### src/rtl/formula_pkg.sv
// Shared types and defaults for the formula pipeline and its result buffer.
package formula_pkg;

  localparam int FORMULA_W       = 32;
  localparam int FORMULA_LATENCY = 14;

  typedef logic [FORMULA_W-1:0] formula_res_t;

endpackage

### src/rtl/result_fifo_mem.sv
// Register-array storage for the result FIFO: one write port, one asynchronous read port.
module result_fifo_mem
  import formula_pkg::*;
#(
  parameter int WIDTH = FORMULA_W,
  parameter int DEPTH = 16
) (
  input  logic                     clk,
  input  logic                     wr_en,
  input  logic [$clog2(DEPTH)-1:0] wr_addr,
  input  logic [WIDTH-1:0]         wr_data,
  input  logic [$clog2(DEPTH)-1:0] rd_addr,
  output logic [WIDTH-1:0]         rd_data
);

  logic [WIDTH-1:0] mem [DEPTH];

  // NOTE: the data array has no reset; occupancy in the top module decides which entries are meaningful.
  always_ff @(posedge clk) begin
    if (wr_en) mem[wr_addr] <= wr_data;
  end

  assign rd_data = mem[rd_addr];

endmodule

### src/rtl/formula_result_buffer.sv
// Credit-controlled result FIFO behind the fixed-latency formula pipeline.
// Define FORMULA_RESULT_BUFFER_BYPASS_EN for a zero-latency path through an empty buffer.
module formula_result_buffer
  import formula_pkg::*;
#(
  parameter int WIDTH   = FORMULA_W,
  parameter int DEPTH   = 16,
  parameter int LATENCY = FORMULA_LATENCY
) (
  input  logic                       clk,
  input  logic                       rst,
  input  logic                       arg_vld,
  output logic                       arg_rdy,
  input  logic                       res_vld,
  input  logic [WIDTH-1:0]           res,
  output logic                       out_vld,
  input  logic                       out_rdy,
  output logic [WIDTH-1:0]           out_data,
  output logic [$clog2(DEPTH+1)-1:0] level,
  output logic                       err
);

  localparam int AW = $clog2(DEPTH);
  localparam int LW = $clog2(DEPTH + 1);

  localparam logic [LW-1:0] LVL_ONE   = LW'(1);
  localparam logic [LW-1:0] FULL_LVL  = LW'(DEPTH);
  localparam logic [LW:0]   DEPTH_SUM = (LW + 1)'(DEPTH);
  localparam logic [AW-1:0] PTR_ONE   = AW'(1);

  if (DEPTH < 2 || (DEPTH & (DEPTH - 1)) != 0 || LATENCY < 1) begin : g_cfg_check
    $error("formula_result_buffer: DEPTH must be a power of two >= 2 and LATENCY >= 1");
  end

  logic [LW-1:0]    in_flight;
  logic [LW-1:0]    count;
  logic [AW-1:0]    wr_ptr;
  logic [AW-1:0]    rd_ptr;
  logic [WIDTH-1:0] rd_data;

  logic fifo_nonempty;
  logic bypass_vld;
  logic fifo_pop;
  logic issue;
  logic ret_ok;
  logic push;

  assign fifo_nonempty = (count != '0);

  // Credits depend on registers only, so upstream never sees a path from its own arg_vld.
  assign arg_rdy = rst & (({1'b0, in_flight} + {1'b0, count}) < DEPTH_SUM);

`ifdef FORMULA_RESULT_BUFFER_BYPASS_EN
  assign bypass_vld = ~fifo_nonempty & res_vld & (in_flight != '0);
`else
  assign bypass_vld = 1'b0;
`endif

  assign out_vld  = fifo_nonempty | bypass_vld;
  assign out_data = fifo_nonempty ? rd_data : (bypass_vld ? res : '0);
  assign level    = count;

  assign fifo_pop = fifo_nonempty & out_rdy;
  assign issue    = arg_vld & arg_rdy;
  // A return is accepted only if it was credited and has somewhere to go; a pop frees a full slot.
  assign ret_ok   = res_vld & (in_flight != '0) & ((count != FULL_LVL) | fifo_pop);
  assign push     = ret_ok & ~(bypass_vld & out_rdy);

  result_fifo_mem #(
    .WIDTH (WIDTH),
    .DEPTH (DEPTH)
  ) u_mem (
    .clk     (clk),
    .wr_en   (push),
    .wr_addr (wr_ptr),
    .wr_data (res),
    .rd_addr (rd_ptr),
    .rd_data (rd_data)
  );

  // NOTE: state registers use non-blocking assignments so every read in this block sees pre-edge values.
  always_ff @(posedge clk or negedge rst) begin
    if (!rst) begin
      in_flight <= '0;
      count     <= '0;
      wr_ptr    <= '0;
      rd_ptr    <= '0;
      err       <= 1'b0;
    end else begin
      if (push)     wr_ptr <= wr_ptr + PTR_ONE;
      if (fifo_pop) rd_ptr <= rd_ptr + PTR_ONE;

      case ({issue, ret_ok})
        2'b10:   in_flight <= in_flight + LVL_ONE;
        2'b01:   in_flight <= in_flight - LVL_ONE;
        default: ;
      endcase

      case ({push, fifo_pop})
        2'b10:   count <= count + LVL_ONE;
        2'b01:   count <= count - LVL_ONE;
        default: ;
      endcase

      if ((arg_vld & ~arg_rdy) | (res_vld & ~ret_ok)) err <= 1'b1;
    end
  end

endmodule

### config.mk
export PLATFORM = sky130hd
export DESIGN_NAME = formula_result_buffer
export DESIGN_NICKNAME = d
export VERILOG_FILES = /design/src/rtl/formula_pkg.sv /design/src/rtl/result_fifo_mem.sv /design/src/rtl/formula_result_buffer.sv
export SDC_FILE = /design/constraint.sdc
export NUM_CORES = 1
export LEC_CHECK = 0
export ABC_CLOCK_PERIOD_IN_PS = 4000
export CORE_MARGIN = 4
export CORE_UTILIZATION = 40
export CTS_CLUSTER_SIZE = 14
export DETAILED_ROUTE_END_ITERATION = 10
export GPL_TIMING_DRIVEN = 0
export PLACE_DENSITY_LB_ADDON = 0.25
export REMOVE_ABC_BUFFERS = 1
export SYNTH_ARGS = -nofsm -noshare
export SYNTH_HDL_FRONTEND = slang
export SYNTH_SLANG_ARGS = --single-unit
### constraint.sdc
create_clock -name clk -period 4 [get_ports clk]
set_input_delay 0.4 -clock clk [delete_from_list [all_inputs] [get_ports clk]]
set_output_delay 0.4 -clock clk [all_outputs]
set_load 0.02 [all_outputs]
==> flow_summary.html <==
<table>
<tr><th>Metric</th><th>Value</th></tr>
<tr><th colspan="2">Synth</th></tr>
<tr><td>FFs w/ async S/R, synth</td><td>0.0358</td></tr>
<tr><td>Synthesis Warnings</td><td>0</td></tr>
<tr><td>Mapped Avg Cell Area</td><td>22.5 µm²</td></tr>
<tr><td>Post-synthesis sequential area ratio</td><td>0.768</td></tr>
<tr><td>Top_reg_cell synth</td><td>sky130_fd_sc_hd__edfxtp_1</td></tr>
<tr><td>Synthesis-stage register bit count</td><td>531</td></tr>
<tr><td>Most repeated cell in the gate-level netlist after synthesis</td><td>sky130_fd_sc_hd__edfxtp_1</td></tr>
<tr><td>Mapped Cells</td><td>919</td></tr>
<tr><td>Commonest cells in the netlist</td><td>sky130_fd_sc_hd__edfxtp_1, sky130_fd_sc_hd__mux4_2, sky130_fd_sc_hd__mux2i_1</td></tr>
<tr><td>Cell accounting for the most synthesized area</td><td>sky130_fd_sc_hd__edfxtp_1</td></tr>
<tr><td>Area of the mapped netlist</td><td>0.0207 mm²</td></tr>
<tr><td>Number of distinct library cells after synthesis</td><td>43</td></tr>
<tr><td>Top area cells in the synthesized netlist</td><td>sky130_fd_sc_hd__edfxtp_1, sky130_fd_sc_hd__mux4_2, sky130_fd_sc_hd__mux2i_1</td></tr>
<tr><td>Fraction of synthesized cell area taken by the top area cell type</td><td>0.745</td></tr>
<tr><td>Number of flops mapped to enable cells by yosys</td><td>512</td></tr>
<tr><th colspan="2">Final layout</th></tr>
<tr><td>Post-route non-filler standard cell count</td><td>1767</td></tr>
<tr><td>Area growth from synthesis to layout</td><td>19.3%</td></tr>
<tr><td>Fraction of layout instances using a drive strength above 1</td><td>0.259</td></tr>
<tr><td>Nets@finish</td><td>1098</td></tr>
<tr><td>Antenna cell count</td><td>0</td></tr>
<tr><td>Core Util, Final</td><td>0.481</td></tr>
<tr><td>Final design area excluding fillers</td><td>0.0246 mm²</td></tr>
<tr><td>Fillers</td><td>4128</td></tr>
<tr><th colspan="2">Worst setup path</th></tr>
<tr><td>Worst reg-to-reg path cell count</td><td>9</td></tr>
<tr><td>Maximum fanout encountered on the critical timing path</td><td>18</td></tr>
<tr><td>Kind of capture point of the worst setup path</td><td>output pin</td></tr>
<tr><td>Classification of the worst setup path</td><td>register to output pin</td></tr>
<tr><td>Critical Path Source Type</td><td>register</td></tr>
<tr><td>Required time at the worst-slack endpoint</td><td>3.60 ns</td></tr>
<tr><td>Register-to-Register Setup Slack</td><td>0.51 ns</td></tr>
<tr><td>Critical register-to-register path endpoint</td><td>u_mem.mem[2][16]</td></tr>
<tr><td>Data arrival time at the worst-slack endpoint</td><td>3.43 ns</td></tr>
<tr><td>Reg2reg start</td><td>in_flight[0]</td></tr>
<tr><th colspan="2">Routing</th></tr>
<tr><td>Final routed DRC violation total</td><td>0</td></tr>
<tr><td>Ratio of routed vias to standard cells</td><td>5.40</td></tr>
<tr><td>First-pass detailed-route iteration total</td><td>5</td></tr>
<tr><td>Remaining antenna violation count</td><td>0</td></tr>
<tr><td>Count of routing violations after the opening detailed-route iteration</td><td>721</td></tr>
<tr><td>Vias after detailed routing</td><td>9535</td></tr>
<tr><td>Post-Route WL</td><td>43.7 mm</td></tr>
<tr><td>Post-detailed-route wirelength per cell</td><td>24.7 µm</td></tr>
<tr><th colspan="2">STA</th></tr>
<tr><td>Fmax</td><td>261 MHz</td></tr>
<tr><td>Max-slew headroom</td><td>0.350</td></tr>
<tr><td>Clock Skews</td><td>0.0189 ns</td></tr>
<tr><td>Unrepaired setup endpoints after global routing</td><td>false</td></tr>
<tr><td>Final Max Tran Viols</td><td>0</td></tr>
<tr><td>Crit share post-route</td><td>0.957</td></tr>
<tr><td>Number of setup violations in the final report</td><td>0</td></tr>
<tr><td>Slew @ Worst Pin</td><td>0.969 ns</td></tr>
<tr><td>Final setup slack of the worst path</td><td>0.174 ns</td></tr>
<tr><td>Post-route minimum period</td><td>3.83 ns</td></tr>
<tr><td>Worst hold-check slack</td><td>0.334 ns</td></tr>
<tr><td>Number of endpoints with negative hold slack in the final report</td><td>0</td></tr>
<tr><th colspan="2">GRT</th></tr>
<tr><td>First-pass GRT wire length</td><td>65.6 mm</td></tr>
<tr><td>Vias in the first global route</td><td>10100</td></tr>
<tr><td>Gr usage total</td><td>0.158</td></tr>
<tr><td>Number of antenna violations at the first check in global routing</td><td>0</td></tr>
<tr><td>Total overflow reported by the global router</td><td>0</td></tr>
<tr><td>Maximum number of pins on one net before global-route repair</td><td>57</td></tr>
<tr><th colspan="2">CTS</th></tr>
<tr><td>Clock tree from TritonCTS</td><td>yes</td></tr>
<tr><td>Clock Tree Root</td><td>sky130_fd_sc_hd__clkbuf_16</td></tr>
<tr><td>Total clock sinks</td><td>531</td></tr>
<tr><td>Clock-pin slew on the worst setup and hold paths</td><td>0.06 ns</td></tr>
<tr><td>Clock buffer count from CTS</td><td>54</td></tr>
<tr><td>Gates resized, CTS repair</td><td>0</td></tr>
<tr><td>Clock H-tree levels</td><td>2</td></tr>
<tr><td>Skew-Pair Late Insertion Delay</td><td>0.59 ns</td></tr>
<tr><td>Clock tree buffer depth</td><td>3</td></tr>
<tr><td>Number of buffers inserted by hold repair at cts</td><td>0</td></tr>
<tr><th colspan="2">Flow run</th></tr>
<tr><td>Number of max-capacitance violations reported</td><td>0</td></tr>
<tr><th colspan="2">Placed design</th></tr>
<tr><td>Count of input and output buffers</td><td>76</td></tr>
<tr><td>Worst slack at placement</td><td>-0.270 ns</td></tr>
<tr><td>Detailed placement HPWL</td><td>25.2 mm</td></tr>
<tr><td>Number of instances in the placed design</td><td>1664</td></tr>
<tr><td>Cell area after placement</td><td>0.0228 mm²</td></tr>
<tr><td>Final weighted congestion of routability-driven global placement</td><td>0.686</td></tr>
<tr><th colspan="2">Floorplanning</th></tr>
<tr><td>Number of rows created at floorplan</td><td>83</td></tr>
<tr><td>Area of the die</td><td>0.0553 mm²</td></tr>
<tr><td>Initial Utilization</td><td>0.403</td></tr>
<tr><td>Area of the core region</td><td>0.0512 mm²</td></tr>
<tr><td>Io pins</td><td>77</td></tr>
<tr><td>Horizontal extent of the die</td><td>235 µm</td></tr>
<tr><td>Die extent in y</td><td>235 µm</td></tr>
<tr><th colspan="2">Status</th></tr>
<tr><td>Run status</td><td>finished clean</td></tr>
<tr><th colspan="2">Power</th></tr>
<tr><td>Static Leakage</td><td>7.95 nW</td></tr>
<tr><td>Peak ir drop on the vdd network</td><td>0.377 mV</td></tr>
<tr><td>Power density of the placed cells</td><td>735 mW/mm²</td></tr>
<tr><th colspan="2">Hold path</th></tr>
<tr><td>Hold Crit Class</td><td>input port to async pin</td></tr>
</table>
[critical path: stages (launching register included)]
cell	delay, ns
sky130_fd_sc_hd__dfrtp_1	0.45
sky130_fd_sc_hd__or4_4	0.57
sky130_fd_sc_hd__or2_1	0.31
sky130_fd_sc_hd__nand2_2	0.41
sky130_fd_sc_hd__buf_12	0.26
sky130_fd_sc_hd__o22ai_1	0.21
sky130_fd_sc_hd__clkdlybuf4s50_1	0.59
[through the flow]
| stage | TNS, ns | power [W] |
|---|---|---|
| detailed placement | -0.270 | 0.0134 |
| global route | 0 | 0.0190 |
| CTS | 0 | 0.0184 |
| global placement | -1338.32 | 0.0127 |
| finish | 0 | 0.0181 |
| floorplan | -88.26 | 0.0111 |
[placed cells by master, fill, tap and decap left out, drive strengths merged, types with 2 or more instances in the layout]
cell             n
edfxtp         512
mux4           128
clkdlybuf4s50   76
mux2i           66
clkbuf          64
buf             39
o22ai           32
clkinv          29
dfrtp           19
ha              16
nor2            15
nand2           13
inv             11
xnor2           10
a21oi            7
bufinv           5
nor3             5
o21ai            5
nand4            4
nand2b           4
xor2             3
mux2             3
a21o             2
nand3            2
fa               2
clkinvlp         2
or4              2
[state kept, by name (all words and copies together), names as in the netlist]
signal     flops
level          5
wr_ptr         4
err            1
u_mem.mem    512
rd_ptr         4
in_flight      5
[kinds of logic after synthesis]
kind of cell / after synthesis / synth area share
AO/OA/AOI/OAI: 49 / 0.0151
XOR/XNOR: 13 / 0.00551
adder cells (fa/ha/maj): 18 / 0.0116
buffers and inverters: 58 / 0.0120
flip-flops: 531 / 0.768
multiplexers: 197 / 0.174
AND/OR/NAND/NOR: 53 / 0.0147
[where the power goes]
part / leakage, nW / switching [W] / internal (W) / total (W)
combinational: 2.23 / 0.00305 / 0.00294 / 0.00600
sequential: 4.84 / 0.000409 / 0.00674 / 0.00715
clock: 0.869 / 0.00206 / 0.00289 / 0.00495
total: 7.95 / 0.00553 / 0.0126 / 0.0181
[final cells by class]
type | instances | area, µm² | share of cell area
clock buffer | 64 | 1440 | 0.0585
clock inverter | 36 | 325 | 0.0132
inverter | 11 | 43.8 | 0.00178
multi-input combinational | 330 | 4670 | 0.189
sequential | 531 | 15900 | 0.644
tap | 680 | 851 | 0.0345
timing repair buffer | 115 | 1450 | 0.0588
[worst max-delay path by stage]
| stage | cells past startpoint | from | to | slack, ns |
|---|---|---|---|---|
| after global routing | 6 | level[1] | out_data[11] | 0.02 |
| final | 6 | level[0] | out_data[11] | 0.17 |
| after detailed placement | 11 | rst | in_flight[4] | -0.27 |
| after global placement | 4 | rd_ptr[0] | out_data[11] | -5.67 |
| after floorplan | 3 | rd_ptr[0] | out_data[0] | -2.52 |
| after CTS | 6 | level[1] | out_data[11] | 0.10 |
[metal layers]
metal | track usage | share of wire
met1 | 0.216 | 0.44
met2 | 0.266 | 0.50
met3 | 0.0245 | 0.045
met4 | 0.0468 | 0.020
met5 | 0 | 0
[what timing repair did]
item                                    CTS  global route
endpoints found under the hold margin     0             0
setup buffers                             3             0
endpoints found under the setup margin   12             0
No activity file was read; power rests on OpenSTA's default activity.
